`config.mk`:
```
export PLATFORM = sky130hd
export DESIGN_NAME = fp16_exp_combine_flat
export DESIGN_NICKNAME = d
export VERILOG_FILES = /design/src/rtl/fp16_exp_combine_if.sv /design/src/rtl/fp16_exp_combine.sv /design/src/flat_wrapper.sv
export SDC_FILE = /design/constraint.sdc
export NUM_CORES = 1
export LEC_CHECK = 0
export BUFFER_PORTS_ARGS = -buffer_cell sky130_fd_sc_hd__buf_2
export CAP_MARGIN = 40
export CORE_MARGIN = 2
export CORE_UTILIZATION = 40
export CTS_CLUSTER_SIZE = 16
export DETAILED_ROUTE_END_ITERATION = 7
export GPL_ROUTABILITY_DRIVEN = 0
export PLACE_DENSITY = 0.54
export SKIP_CTS_REPAIR_TIMING = 1
export SLEW_MARGIN = 5
export SYNTH_ARGS = -nofsm -noshare
export SYNTH_HDL_FRONTEND = slang
export SYNTH_SLANG_ARGS = --single-unit
```
`constraint.sdc`:
```
create_clock -name clk -period 6.2 [get_ports clk]
set_input_delay 0.93 -clock clk [delete_from_list [all_inputs] [get_ports clk]]
set_output_delay 0.93 -clock clk [all_outputs]
set_load 0.02 [all_outputs]
```
`src/rtl/fp16_exp_combine_if.sv`:
```
// Operand/result channel between the partial-exp LUT stage and the FP16 combiner.
// Valid/ready: a beat transfers on a rising edge where valid && ready; the producer holds its payload until then.
interface fp16_exp_combine_if #(
  parameter int TAG_W = 8
);
  logic             in_valid;
  logic             in_ready;
  logic [15:0]      partial_exp1;
  logic [15:0]      partial_exp2;
  logic [TAG_W-1:0] in_tag;
  logic             out_valid;
  logic             out_ready;
  logic [15:0]      exp_out;
  logic [TAG_W-1:0] out_tag;
  logic [2:0]       out_flags;

  modport master (
    output in_valid, partial_exp1, partial_exp2, in_tag, out_ready,
    input  in_ready, out_valid, exp_out, out_tag, out_flags
  );

  modport slave (
    input  in_valid, partial_exp1, partial_exp2, in_tag, out_ready,
    output in_ready, out_valid, exp_out, out_tag, out_flags
  );
endinterface

```
`src/rtl/fp16_exp_combine.sv`:
```
// 3-stage FP16 multiplier forming exp(x) = partial_exp1 * partial_exp2.
// Stages: unpack/multiply, normalize/round-to-nearest-even, pack. Whole pipe freezes on output stall.
module fp16_exp_combine #(
  parameter int TAG_W = 8,
  parameter int FTZ   = 1
) (
  input logic               clk,
  input logic               rst,
  fp16_exp_combine_if.slave bus
);

  generate
    if (FTZ != 1) begin : g_ftz_check
      $error("fp16_exp_combine: only FTZ=1 is supported");
    end
  endgenerate

  logic stall;

  logic             s1_valid_q, s1_sign_q, s1_nan_q, s1_inf_q, s1_zero_q;
  logic [21:0]      s1_prod_q;
  logic signed [6:0] s1_exp_q;
  logic [TAG_W-1:0] s1_tag_q;

  logic             s2_valid_q, s2_sign_q, s2_nan_q, s2_inf_q, s2_zero_q;
  logic [9:0]       s2_frac_q;
  logic signed [6:0] s2_exp_q;
  logic [TAG_W-1:0] s2_tag_q;

  logic             out_valid_q;
  logic [15:0]      exp_out_q;
  logic [TAG_W-1:0] out_tag_q;
  logic [2:0]       out_flags_q;

  assign stall        = out_valid_q && !bus.out_ready;
  assign bus.in_ready = !stall;

  // Stage 1: classify operands, multiply mantissas, sum exponents.
  logic [4:0]  ea, eb;
  logic [9:0]  ma, mb;
  logic        a_zero, b_zero, a_inf, b_inf, a_nan, b_nan;
  logic        s1_nan_d, s1_inf_d, s1_zero_d;
  logic [21:0] s1_prod_d;
  logic signed [6:0] s1_exp_d;

  assign ea     = bus.partial_exp1[14:10];
  assign eb     = bus.partial_exp2[14:10];
  assign ma     = bus.partial_exp1[9:0];
  assign mb     = bus.partial_exp2[9:0];
  assign a_zero = (ea == 5'd0);
  assign b_zero = (eb == 5'd0);
  assign a_inf  = (ea == 5'd31) && (ma == 10'd0);
  assign b_inf  = (eb == 5'd31) && (mb == 10'd0);
  assign a_nan  = (ea == 5'd31) && (ma != 10'd0);
  assign b_nan  = (eb == 5'd31) && (mb != 10'd0);

  assign s1_nan_d  = a_nan || b_nan || (a_inf && b_zero) || (b_inf && a_zero);
  assign s1_inf_d  = a_inf || b_inf;
  assign s1_zero_d = a_zero || b_zero;
  assign s1_prod_d = {11'd0, 1'b1, ma} * {11'd0, 1'b1, mb};
  assign s1_exp_d  = $signed({2'b00, ea}) + $signed({2'b00, eb}) - 7'sd15;

  // Stage 2: normalize to 1.f, then round with guard and sticky.
  logic [9:0]  frac_t;
  logic        guard, sticky, round_up;
  logic [10:0] frac_r;
  logic signed [6:0] exp_n, s2_exp_d;

  always_comb begin
    if (s1_prod_q[21]) begin
      frac_t = s1_prod_q[20:11];
      guard  = s1_prod_q[10];
      sticky = |s1_prod_q[9:0];
      exp_n  = s1_exp_q + 7'sd1;
    end else begin
      frac_t = s1_prod_q[19:10];
      guard  = s1_prod_q[9];
      sticky = |s1_prod_q[8:0];
      exp_n  = s1_exp_q;
    end
  end

  assign round_up = guard && (sticky || frac_t[0]);
  assign frac_r   = {1'b0, frac_t} + {10'd0, round_up};
  // A carry out of the fraction leaves 10.000..., i.e. fraction zero with exponent bumped.
  assign s2_exp_d = exp_n + $signed({6'd0, frac_r[10]});

  // Stage 3: resolve specials in priority order and pack.
  logic [15:0] exp_out_d;
  logic [2:0]  out_flags_d;

  always_comb begin
    exp_out_d   = {s2_sign_q, s2_exp_q[4:0], s2_frac_q};
    out_flags_d = 3'b000;
    if (s2_nan_q) begin
      exp_out_d   = 16'h7E00;
      out_flags_d = 3'b100;
    end else if (s2_inf_q) begin
      exp_out_d = {s2_sign_q, 15'h7C00};
    end else if (s2_zero_q) begin
      exp_out_d = {s2_sign_q, 15'h0000};
    end else if (s2_exp_q >= 7'sd31) begin
      exp_out_d   = {s2_sign_q, 15'h7C00};
      out_flags_d = 3'b010;
    end else if (s2_exp_q <= 7'sd0) begin
      exp_out_d   = {s2_sign_q, 15'h0000};
      out_flags_d = 3'b001;
    end
  end

  always_ff @(posedge clk) begin
    if (rst) begin
      s1_valid_q  <= 1'b0;
      s1_sign_q   <= 1'b0;
      s1_nan_q    <= 1'b0;
      s1_inf_q    <= 1'b0;
      s1_zero_q   <= 1'b0;
      s1_prod_q   <= '0;
      s1_exp_q    <= '0;
      s1_tag_q    <= '0;
      s2_valid_q  <= 1'b0;
      s2_sign_q   <= 1'b0;
      s2_nan_q    <= 1'b0;
      s2_inf_q    <= 1'b0;
      s2_zero_q   <= 1'b0;
      s2_frac_q   <= '0;
      s2_exp_q    <= '0;
      s2_tag_q    <= '0;
      out_valid_q <= 1'b0;
      exp_out_q   <= '0;
      out_tag_q   <= '0;
      out_flags_q <= '0;
    end else if (!stall) begin
      s1_valid_q  <= bus.in_valid;
      s1_sign_q   <= bus.partial_exp1[15] ^ bus.partial_exp2[15];
      s1_nan_q    <= s1_nan_d;
      s1_inf_q    <= s1_inf_d;
      s1_zero_q   <= s1_zero_d;
      s1_prod_q   <= s1_prod_d;
      s1_exp_q    <= s1_exp_d;
      s1_tag_q    <= bus.in_tag;
      s2_valid_q  <= s1_valid_q;
      s2_sign_q   <= s1_sign_q;
      s2_nan_q    <= s1_nan_q;
      s2_inf_q    <= s1_inf_q;
      s2_zero_q   <= s1_zero_q;
      s2_frac_q   <= frac_r[9:0];
      s2_exp_q    <= s2_exp_d;
      s2_tag_q    <= s1_tag_q;
      out_valid_q <= s2_valid_q;
      exp_out_q   <= exp_out_d;
      out_tag_q   <= s2_tag_q;
      out_flags_q <= out_flags_d;
    end
  end

  assign bus.out_valid = out_valid_q;
  assign bus.exp_out   = exp_out_q;
  assign bus.out_tag   = out_tag_q;
  assign bus.out_flags = out_flags_q;

endmodule

```
`src/flat_wrapper.sv`:
```
// flat-port wrapper written by rule: the top's interface ports become plain ports
module fp16_exp_combine_flat 
#(
  parameter int TAG_W = 8,
  parameter int FTZ   = 1
)
  (clk, rst, bus_in_valid, bus_partial_exp1, bus_partial_exp2, bus_in_tag, bus_out_ready, bus_in_ready, bus_out_valid, bus_exp_out, bus_out_tag, bus_out_flags);
  fp16_exp_combine_if #(.TAG_W(TAG_W)) bus_i ();
  input logic clk;
  input logic rst;
  input wire logic [$bits(bus_i.in_valid)-1:0] bus_in_valid;
  input wire logic [$bits(bus_i.partial_exp1)-1:0] bus_partial_exp1;
  input wire logic [$bits(bus_i.partial_exp2)-1:0] bus_partial_exp2;
  input wire logic [$bits(bus_i.in_tag)-1:0] bus_in_tag;
  input wire logic [$bits(bus_i.out_ready)-1:0] bus_out_ready;
  output wire logic [$bits(bus_i.in_ready)-1:0] bus_in_ready;
  output wire logic [$bits(bus_i.out_valid)-1:0] bus_out_valid;
  output wire logic [$bits(bus_i.exp_out)-1:0] bus_exp_out;
  output wire logic [$bits(bus_i.out_tag)-1:0] bus_out_tag;
  output wire logic [$bits(bus_i.out_flags)-1:0] bus_out_flags;
  assign bus_i.in_valid = bus_in_valid;
  assign bus_i.partial_exp1 = bus_partial_exp1;
  assign bus_i.partial_exp2 = bus_partial_exp2;
  assign bus_i.in_tag = bus_in_tag;
  assign bus_i.out_ready = bus_out_ready;
  assign bus_in_ready = bus_i.in_ready;
  assign bus_out_valid = bus_i.out_valid;
  assign bus_exp_out = bus_i.exp_out;
  assign bus_out_tag = bus_i.out_tag;
  assign bus_out_flags = bus_i.out_flags;
  fp16_exp_combine #(.TAG_W(TAG_W), .FTZ(FTZ)) u_core (.clk(clk), .rst(rst), .bus(bus_i));
endmodule
```
Word-level counts from Yosys, hierarchy flattened
Cells that the tools add are included.
{ "classes": {"n_addsub": 5, "multipliers": 1, "order_cmp": 2, "n_eq_ne": 2, "muxes": 14, "n_bitwise": 1, "reduce_logical": 24} }
{ "ops": {"columns": ["op", "n"], "rows": [
  ["two-way mux 15 bit", 4],
  ["multiplier 11 x 11 -> 22 bit", 1],
  ["logical NOT 10 bit", 2],
  ["nonzero test 10 bit", 2],
  ["two-way mux 16 bit", 1],
  ["two-way mux 3 bit", 4],
  ["adder 10 x 1 -> 11 bit", 1],
  ["== test 5 bit, second input constant", 2],
  ["logical NOT 5 bit", 2],
  ["two-way mux 10 bit", 1],
  ["OR reduction 10 bit", 1],
  ["OR reduction 9 bit", 1],
  ["logical AND 1 bit", 8],
  ["adder 7 x 2 -> 7 bit", 1],
  ["adder 7 x 2 -> 7 bit, second input constant", 1],
  [">= comparator 7 x 6 -> 1 bit, second input constant", 1],
  ["<= comparator 7 x 1 -> 1 bit, second input constant", 1],
  ["two-way mux 7 bit", 1],
  ["subtractor 7 x 5 -> 7 bit, second input constant", 1],
  ["adder 5 x 5 -> 6 bit", 1],
  ["logical OR 1 bit", 6],
  ["two-way mux 1 bit", 3],
  ["logical NOT 1 bit", 2],
  ["bitwise XOR 1 bit", 1]
]} }
{ "word_totals": {"regBits": 100, "input_bits": 44, "output_inout_bits": 29, "word_cells": 69} }

Longest topological paths before layout
Gate-level depths: netlist of run 1.
{ "depth": {"word_depth": 6, "mapped_depth": 20, "ltp_nobuf": 18} }

Least setup slack after synthesis of run 1
Ideal clock, no wire load.
{ "synth_timing": {"path_type": "input to register", "startpoint": "in bus_partial_exp2[7]", "endpoint": "reg u_core.s1_prod_q[18]", "setup_time_ps": 129, "arrival_time_ps": 5396, "t_required_ps": 6071, "setup_slack_ps": 674, "path_stages": 18, "path_buffers": 2, "path_cell_list": "clkbuf_1 inv_1 nor2_1 fa_1 fa_1 fa_1 fa_1 inv_1 fa_1 inv_1 ha_1 buf_4 a211oi_1 o211ai_1 a41o_2 a41oi_2 or4_1 o311ai_1"} }
{ "synth_between": {"elab_chain_cells": 1} }
{ "synth_lines": {"columns": ["item", "line", "rtl"], "rows": [
  ["start, declared", "flat_wrapper.sv:13", "input wire logic [$bits(bus_i.partial_exp2)-1:0] bus_partial_exp2;"],
  ["multiplier 11 x 11 -> 22 bit", "fp16_exp_combine.sv:60", "assign s1_prod_d = {11'd0, 1'b1, ma} * {11'd0, 1'b1, mb};"],
  ["end signal, assigned", "fp16_exp_combine.sv:139", "s1_prod_q <= s1_prod_d;"],
  ["end, declared", "fp16_exp_combine.sv:21", "logic [21:0] s1_prod_q;"]
]} }
Every way passes these cells.
A chain may end at the register's enable or synchronous reset.

Worst setup path after layout of run 1
Ends and elaborated chain as after synthesis.

==> results of run 1 <==
## cells by family after synthesis
logic type / share of synthesized area, %
muxes: 0.378
buffers and inverters: 9.14
xor gates and xnor gates: 3.25
DFF: 23.3
adders and majority gates: 28.9
and+or+nand+nor: 20.5
AOI/OAI and AO/OA: 14.5
## metrics by stage
step                instances  power (mW)
CTS                      1370        3.94
detailed placement       1354        3.30
finish                   1370        3.90
floorplan                1059        2.81
global placement         1353        3.31
global route             1370        4.36
## state kept, by name (all words and copies together), names as in the netlist, 3 cells and up
register              cells
u_core.s1_prod_q         22
u_core.bus.exp_out       16
u_core.s2_frac_q         10
u_core.bus.out_tag        8
u_core.s1_tag_q           8
u_core.s2_tag_q           8
u_core.s1_exp_q           7
u_core.s2_exp_q           7
u_core.bus.out_flags      3
## worst paths after layout
check,endpoint
worst max-delay path,u_core.s1_prod_q[18]
worst min-delay path,u_core.bus.out_tag[3]
worst max register to register,u_core.s2_exp_q[6]
worst min register to register,u_core.bus.out_tag[3]
## cell usage in the layout, fill, tap and decap left out, types with 3 or more instances in the layout
| cell type | synthesis | final |
|---|---|---|
| nand2_1 | 196 | 196 |
| inv_1 | 132 | 132 |
| dfxtp_1 | 100 | 100 |
| a21oi_1 | 91 | 91 |
| fa_1 | 81 | 81 |
| buf_2 | 11 | 72 |
| ha_1 | 69 | 69 |
| nor2_1 | 62 | 62 |
| and2_1 | 38 | 38 |
| o21ai_0 | 34 | 34 |
| nand3_1 | 26 | 26 |
| xnor2_1 | 21 | 21 |
| a211oi_1 | 12 | 12 |
| nand4_1 | 11 | 11 |
| nor4_1 | 11 | 11 |
| xor2_1 | 9 | 9 |
| and3_1 | 9 | 9 |
| a22oi_1 | 9 | 9 |
| clkbuf_16 | 0 | 9 |
| nor3_1 | 7 | 7 |
| o21ai_1 | 7 | 7 |
| nand2b_1 | 6 | 6 |
| a21o_1 | 6 | 6 |
| or4_1 | 5 | 5 |
| o211ai_1 | 5 | 5 |
| buf_4 | 3 | 4 |
| a31oi_1 | 3 | 3 |
| nand3b_1 | 3 | 3 |
## cells in the mapped netlist, types with 3 or more instances
| cell | instances |
|---|---|
| and2_1 | 38 |
| inv_1 | 132 |
| buf_4 | 3 |
| dfxtp_1 | 100 |
| or4_1 | 5 |
| o21ai_0 | 34 |
| nor3_1 | 7 |
| a21o_1 | 6 |
| xnor2_1 | 21 |
| fa_1 | 81 |
| and3_1 | 9 |
| a21oi_1 | 91 |
| buf_2 | 11 |
| nand2b_1 | 6 |
| xor2_1 | 9 |
| clkbuf_1 | 38 |
| a22oi_1 | 9 |
| nor2_1 | 62 |
| nor4_1 | 11 |
| o211ai_1 | 5 |
| clkbuf_8 | 4 |
| nand3_1 | 26 |
| nand2_1 | 196 |
| a211oi_1 | 12 |
| a31oi_1 | 3 |
| ha_1 | 69 |
| nand3b_1 | 3 |
| nand4_1 | 11 |
| o21ai_1 | 7 |
## area by class of cell
type,count,area [um2]
clock buffer,10,229
multi-input combinational,769,5810
clock inverter,6,95.1
sequential,100,2000
timing repair buffer,77,418
fill,2221,11700
tap,275,344
inverter,133,499
## power groups by stage
stage	Clock, mW	Combinational, mW	Sequential [mW]
2_1_floorplan	0	1.94	0.866
3_3_place_gp	0	2.43	0.880
3_5_place_dp	0	2.42	0.881
4_1_cts	0.631	2.44	0.866
5_1_grt	0.662	2.81	0.886
6_report	0.612	2.42	0.867
## routing by layer
metal	routed length (um)	up-vias
met5	0	-
met4	112	0
met3	579	12
met2	9220	88
met1	9580	3374
li1	-	3530
## worst max-delay path, stage by stage
cell      delay (ps)
buf_2            200
inv_1            140
nor2_1           190
fa_1             440
fa_1             500
fa_1             520
fa_1             540
inv_1             50
fa_1             520
inv_1             40
ha_1             430
o21ai_0          170
o211ai_1         200
a41o_2           220
a41oi_2           40
or4_1            410
o311ai_1          90
==> results.sh, run 1 <==
export IMPL_die_area_um2=22700
export IMPL_numPortBuffers=72
export IMPL_io_pins=73
export IMPL_synth_ff_type="dfxtp_1"
export IMPL_crit_required_ps=6440
export IMPL_clkLatencyLatePin_ps=340
export IMPL_clk_path_buf_depth=2
export IMPL_fin_ws_ps=796
export IMPL_clock_skew_final_ps=7.46
export IMPL_met2_usage_pct=31.3
export IMPL_rows=53
export IMPL_stdcell_area_um2=9400
export IMPL_n_antenna_cell=0
export IMPL_switching_share_pct=45.6
export IMPL_avgSynthCellArea_um2=8.12
export IMPL_r2r_start="u_core.s1_prod_q[21]"
export IMPL_synth_top_area_share_pct=23.3
export IMPL_met1_usage_pct=26.0
export IMPL_synth_edf_count=0
export IMPL_vias=7004
export IMPL_synth_area_leaders="dfxtp_1 23%, fa_1 19%, ha_1 10%"
export IMPL_p_seq_share_pct=22.2
export IMPL_rrSetupSlack_ps=3040
export IMPL_initial_core_util_pct=40.8
export IMPL_switchingPower_mw=1.78
export IMPL_grt_ovfl_total=0
export IMPL_clockPowerShare_pct=15.7
export IMPL_syn2layout_area_growth_pct=9.30
export IMPL_clkTransAtPathRegs_ps=70
export IMPL_power_density_nw_per_um2=415
export IMPL_fp_dieH_um=151
export IMPL_syn_cell_area_um2=8600
export IMPL_leakage_nw=4.37
export IMPL_min_period_over_period_pct=87.2
export IMPL_grt_max_degree=73
export IMPL_yosysWarnings=0
export IMPL_grt_pass1_vias=7074
export IMPL_tritoncts="yes"
export IMPL_finalHoldViolCount=0
export IMPL_max_slew_worst_pin_slew_ps=754
export IMPL_die_x_um=151
export IMPL_worstPathMaxFanout=9
export IMPL_start_kind="input pin"
export IMPL_slew_viol_final=0
export IMPL_coreArea_um2=21100
export IMPL_postSynth_asyncResetShare_pct=0
export IMPL_synth_nets=1253
export IMPL_min_delay_start="u_core.bus.out_tag[3]"
export IMPL_cts_htree_levels=3
export IMPL_pre_cts_ws_ps=477
export IMPL_wirelength_um=19500
export IMPL_top_usage_layer="met2"
export IMPL_vias_per_cell=5.11
export IMPL_setup_viol=0
export IMPL_ir_drop_mv=0.349
export IMPL_fmax_mhz=185
export IMPL_layout_nets=1284
export IMPL_pwr_share_comb_pct=62.1
export IMPL_grtUsageMet3_pct=2.58
export IMPL_wl_per_cell_um=14.2
export IMPL_drive_above_1_share_pct=10.7
export IMPL_clockRootBuffer="clkbuf_16"
export IMPL_slew_headroom_pct=49.7
export IMPL_startpoint="bus_partial_exp2[7]"
export IMPL_rsz0062_at_grt="false"
export IMPL_drt_iter0_markers=414
export IMPL_arrival_ps=5650
export IMPL_drtAntennaViolNets=0
export IMPL_end_kind="flop"
export IMPL_p_int_mw=2.12
export IMPL_rr_worst_depth=14
export IMPL_cts_num_sinks=100
export IMPL_synth_cells=1059
export IMPL_drc=0
export IMPL_cap_violations=0
export IMPL_grt_util_all_layers_pct=18.6
export IMPL_ys_types=68
export IMPL_cts_made_buffers=9
export IMPL_status="completed"
export IMPL_antenna_found_initial=0
export IMPL_hold_depth=2
export IMPL_yosysTopAreaCell="dfxtp_1"
export IMPL_setup_tns_ps=0
export IMPL_placed_area_um2=9070
export IMPL_grt_pass1_wl_um=34300
export IMPL_crit_type="in2reg"
export IMPL_yosysSeqAreaShare_pct=23.3
export IMPL_holdCritPathClass="reg2reg"
export IMPL_ys_ff_latch=100
export IMPL_period_needed_ps=5400
export IMPL_final_util_pct=44.6
export IMPL_place_hpwl_um=14800
export IMPL_firstDrtPassIters=5
export IMPL_hold_ws_ps=449
Power figures use the tool's default switching activity.
==> run 2, diff against run 1 <==
--- a/config.mk
+++ b/config.mk
@@ -12,7 +12,7 @@
 export CTS_CLUSTER_SIZE = 16
 export DETAILED_ROUTE_END_ITERATION = 7
 export GPL_ROUTABILITY_DRIVEN = 0
-export PLACE_DENSITY = 0.54
+export PLACE_DENSITY_LB_ADDON = 0.15
 export SKIP_CTS_REPAIR_TIMING = 1
 export SLEW_MARGIN = 5
 export SYNTH_ARGS = -nofsm -noshare
==> results.sh, run 2 (synthesized netlist as in run 1, its figures left out) <==
export IMPL_status="completed"
export IMPL_setup_tns_ps=0
export IMPL_drc=0
export IMPL_drt_iter0_markers=414
export IMPL_io_pins=73
export IMPL_leakage_nw=4.37
export IMPL_period_needed_ps=5420
export IMPL_fmax_mhz=185
export IMPL_min_period_over_period_pct=87.3
export IMPL_total_power_mw=3.85
export IMPL_rows=53
export IMPL_fin_ws_ps=785
export IMPL_clock_skew_final_ps=7.50
export IMPL_crit_type="in2reg"
export IMPL_largest_register_ffs=22
export IMPL_slew_headroom_pct=48.4
export IMPL_die_x_um=151
export IMPL_clkTransAtPathRegs_ps=70
export IMPL_ir_drop_mv=0.286
export IMPL_rrSetupSlack_ps=3050
export IMPL_vias=6983
export IMPL_grt_pass1_vias=6973
export IMPL_layout_nets=1284
export IMPL_vias_per_cell=5.10
export IMPL_clk_path_buf_depth=2
export IMPL_r2r_start="u_core.s1_prod_q[21]"
export IMPL_final_util_pct=44.5
export IMPL_place_hpwl_um=14600
export IMPL_tritoncts="yes"
export IMPL_setup_viol=0
export IMPL_rr_worst_depth=14
export IMPL_arrival_ps=5630
export IMPL_layout_commonest_cell="nand2_1"
export IMPL_rsz0062_at_grt="false"
export IMPL_start_kind="input pin"
export IMPL_crit_required_ps=6410
export IMPL_wirelength_um=19300
export IMPL_drive_above_1_share_pct=10.8
export IMPL_worstPathMaxFanout=9
export IMPL_power_density_nw_per_um2=411
export IMPL_end_kind="flop"
export IMPL_regMostFlops="u_core.s1_prod_q"
export IMPL_hold_end="u_core.bus.out_tag[6]"
export IMPL_grt_ovfl_total=0
export IMPL_firstDrtPassIters=5
export IMPL_slew_viol_final=0
export IMPL_cts_made_buffers=9
export IMPL_antenna_found_initial=0
export IMPL_cts_htree_levels=3
export IMPL_clkLatencyLatePin_ps=350
export IMPL_r2r_end="u_core.s2_exp_q[6]"
export IMPL_placed_area_um2=9070
export IMPL_grt_pass1_wl_um=33700
export IMPL_finalHoldViolCount=0
export IMPL_numPortBuffers=72
export IMPL_hold_depth=2
export IMPL_max_slew_worst_pin_slew_ps=771
export IMPL_die_area_um2=22700
export IMPL_fp_dieH_um=151
export IMPL_nFillCells=2207
export IMPL_final_cell_mix="196 x nand2_1, 132 x inv_1, 100 x dfxtp_1"
export IMPL_syn2layout_area_growth_pct=9.05
export IMPL_pre_cts_ws_ps=465
export IMPL_wl_per_cell_um=14.1
export IMPL_grt_max_degree=73
export IMPL_stdcell_area_um2=9380
export IMPL_coreArea_um2=21100
export IMPL_holdCritPathClass="reg2reg"
export IMPL_drtAntennaViolNets=0
export IMPL_cap_violations=0
export IMPL_grt_util_all_layers_pct=18.2
export IMPL_min_delay_start="u_core.bus.out_tag[6]"
export IMPL_n_antenna_cell=0
export IMPL_initial_core_util_pct=40.8
export IMPL_clockRootBuffer="clkbuf_16"
export IMPL_cts_num_sinks=100
run 2: cell types whose count changed in the layout (fill, tap and decap cells not counted), sizes merged:
cell | before | now
clkinv | 0 | 3
clkbuf | 10 | 11
inv | 135 | 134
bufinv | 2 | 1
clkinvlp | 2 | 0
run 2: worst max-delay path by stage:
stage	from	to	slack (ps)	cells after the start
floorplan	bus_partial_exp2[7]	u_core.s1_prod_q[18]	670	18
global placement	bus_partial_exp2[7]	u_core.s1_prod_q[18]	500	17
detailed placement	bus_partial_exp2[7]	u_core.s1_prod_q[18]	460	17
CTS	bus_partial_exp2[7]	u_core.s1_prod_q[18]	810	17
global route	bus_partial_exp2[7]	u_core.s1_prod_q[20]	530	17
finish	bus_partial_exp2[7]	u_core.s1_prod_q[18]	780	17
run 2: per-layer routing:
| metal | wire length, um | global-route usage [%] |
|---|---|---|
| met1 | 9460 | 25.7 |
| met2 | 9130 | 30.6 |
| met3 | 617 | 2.94 |
| met4 | 56 | 1.64 |
| met5 | 0 | 0 |
run 2: power by group:
part / switching (mW) / total [mW] / leakage, nW / internal (mW)
sequential: 0.0988 / 0.866 / 0.823 / 0.767
clock: 0.244 / 0.579 / 0.156 / 0.336
combinational: 1.41 / 2.41 / 3.39 / 0.994
run 2: metrics by stage:
| stage | hold WS (ps) | std cells |
|---|---|---|
| floorplan | 432 | 1059 |
| global placement | 438 | 1353 |
| detailed placement | 440 | 1354 |
| CTS | 449 | 1370 |
| global route | 466 | 1370 |
| finish | 444 | 1370 |
run 2: area by class of cell:
type	count	area (um2)	area share (%)
Multi-Input combinational cell	769	5810	62.0
Clock buffer	11	253	2.70
Inverter	133	499	5.32
Sequential cell	100	2000	21.4
Clock inverter	5	57.6	0.614
Tap cell	275	344	3.67
Timing Repair Buffer	77	410	4.38
run 2: worst max-delay path, stage by stage:
cell and delay (ps):
buf_2 160, inv_1 150, nor2_1 90, fa_1 580
fa_1 450, fa_1 520, fa_1 540, inv_1 50
fa_1 520, inv_1 40, ha_1 400, a211oi_1 340
o211ai_1 160, a41o_2 300, a41oi_2 160, or4_1 130
o311ai_1 80
==> run 3, diff against run 2 <==
--- a/config.mk
+++ b/config.mk
@@ -13,6 +13,7 @@
 export DETAILED_ROUTE_END_ITERATION = 7
 export GPL_ROUTABILITY_DRIVEN = 0
 export PLACE_DENSITY_LB_ADDON = 0.15
+export REMOVE_ABC_BUFFERS = 1
 export SKIP_CTS_REPAIR_TIMING = 1
 export SLEW_MARGIN = 5
 export SYNTH_ARGS = -nofsm -noshare
==> results.sh, run 3 (synthesized netlist as in run 1, its figures left out) <==
export IMPL_status="completed"
export IMPL_drtAntennaViolNets=0
export IMPL_period_needed_ps=5410
export IMPL_wl_per_cell_um=14.5
export IMPL_placed_cells=1353
export IMPL_grt_ovfl_total=0
export IMPL_syn2layout_area_growth_pct=8.66
export IMPL_layout_commonest_cell="nand2_1"
export IMPL_max_slew_worst_pin_slew_ps=768
export IMPL_clockRootBuffer="clkbuf_16"
export IMPL_clkLatencyLatePin_ps=340
export IMPL_rsz0062_at_grt="false"
export IMPL_layout_nets=1283
export IMPL_fin_ws_ps=793
export IMPL_cts_num_sinks=100
export IMPL_vias=6995
export IMPL_pre_cts_ws_ps=442
export IMPL_grt_pass1_vias=7096
export IMPL_coreArea_um2=21100
export IMPL_fmax_mhz=185
export IMPL_crit_type="in2reg"
export IMPL_slew_headroom_pct=48.8
export IMPL_final_util_pct=44.3
export IMPL_power_density_nw_per_um2=412
export IMPL_firstDrtPassIters=4
export IMPL_setup_viol=0
export IMPL_end_kind="flop"
export IMPL_clk_path_buf_depth=2
export IMPL_crit_required_ps=6410
export IMPL_final_cells=1368
export IMPL_cts_made_buffers=9
export IMPL_grt_max_degree=74
export IMPL_io_pins=73
export IMPL_clock_skew_final_ps=8.42
export IMPL_numPortBuffers=72
export IMPL_leakage_nw=4.35
export IMPL_clkTransAtPathRegs_ps=70
export IMPL_largest_register_ffs=22
export IMPL_holdCritPathClass="reg2reg"
export IMPL_tritoncts="yes"
export IMPL_finalHoldViolCount=0
export IMPL_vias_per_cell=5.11
export IMPL_die_x_um=151
export IMPL_grt_pass1_wl_um=34400
export IMPL_hold_ws_ps=451
export IMPL_cts_htree_levels=3
export IMPL_antenna_found_initial=0
export IMPL_cap_violations=0
export IMPL_drc=0
export IMPL_drive_above_1_share_pct=10.6
export IMPL_slew_viol_final=0
export IMPL_ir_drop_mv=0.260
export IMPL_drt_iter0_markers=481
export IMPL_die_area_um2=22700
export IMPL_worstPathMaxFanout=8
export IMPL_regMostFlops="u_core.s1_prod_q"
export IMPL_n_antenna_cell=0
export IMPL_final_cell_mix="196 x nand2_1, 132 x inv_1, 100 x dfxtp_1"
export IMPL_arrival_ps=5610
export IMPL_total_power_mw=3.85
export IMPL_setup_tns_ps=0
export IMPL_place_hpwl_um=14900
export IMPL_initial_core_util_pct=40.8
export IMPL_rows=53
export IMPL_grt_util_all_layers_pct=18.7
export IMPL_start_kind="input pin"
export IMPL_min_period_over_period_pct=87.2
export IMPL_wirelength_um=19800
export IMPL_stdcell_area_um2=9340
export IMPL_fp_dieH_um=151
export IMPL_placed_area_um2=9050
==> run 3: path summary, 6_finish.rpt <==
path,from,end,slack (ps),depth (start not counted)
worst min register to register,u_core.bus.out_tag[1],u_core.bus.out_tag[1],450,2
worst min-delay path,u_core.bus.out_tag[1],u_core.bus.out_tag[1],450,2
worst max register to register,u_core.s1_prod_q[21],u_core.s2_exp_q[6],3110,14
worst max-delay path,bus_partial_exp1[1],u_core.s1_prod_q[18],790,19
==> run 3: report_power, final <==
group / internal [mW] / leakage (nW) / total, mW / switching, mW
clock: 0.316 / 0.144 / 0.567 / 0.251
sequential: 0.767 / 0.823 / 0.868 / 0.100
combinational: 0.991 / 3.38 / 2.41 / 1.42
==> run 3: critical path, stage by stage <==
cell	delay, ps
buf_2	150
inv_1	160
nor2_1	90
fa_1	500
inv_1	50
fa_1	520
inv_1	50
fa_1	440
fa_1	510
inv_1	50
fa_1	520
inv_1	40
ha_1	400
a211oi_1	350
o211ai_1	160
a41o_2	300
a41oi_2	160
or4_1	130
o311ai_1	90
==> run 3: metal layers <==
metal | vias up | global-route usage (%) | routed length [um]
li1 | 3532 | - | -
met1 | 3323 | 26.2 | 9750
met2 | 120 | 30.6 | 8960
met3 | 20 | 2.97 | 710
met4 | 0 | 4.07 | 354
met5 | - | 0 | 0
==> run 3: cell type report <==
| cell class | instances | area (um2) |
|---|---|---|
| Fill cell | 2244 | 11700 |
| Multi-Input combinational cell | 769 | 5810 |
| Sequential cell | 100 | 2000 |
| Inverter | 133 | 499 |
| Timing Repair Buffer | 76 | 390 |
| Tap cell | 275 | 344 |
| Clock buffer | 9 | 225 |
| Clock inverter | 6 | 71.3 |
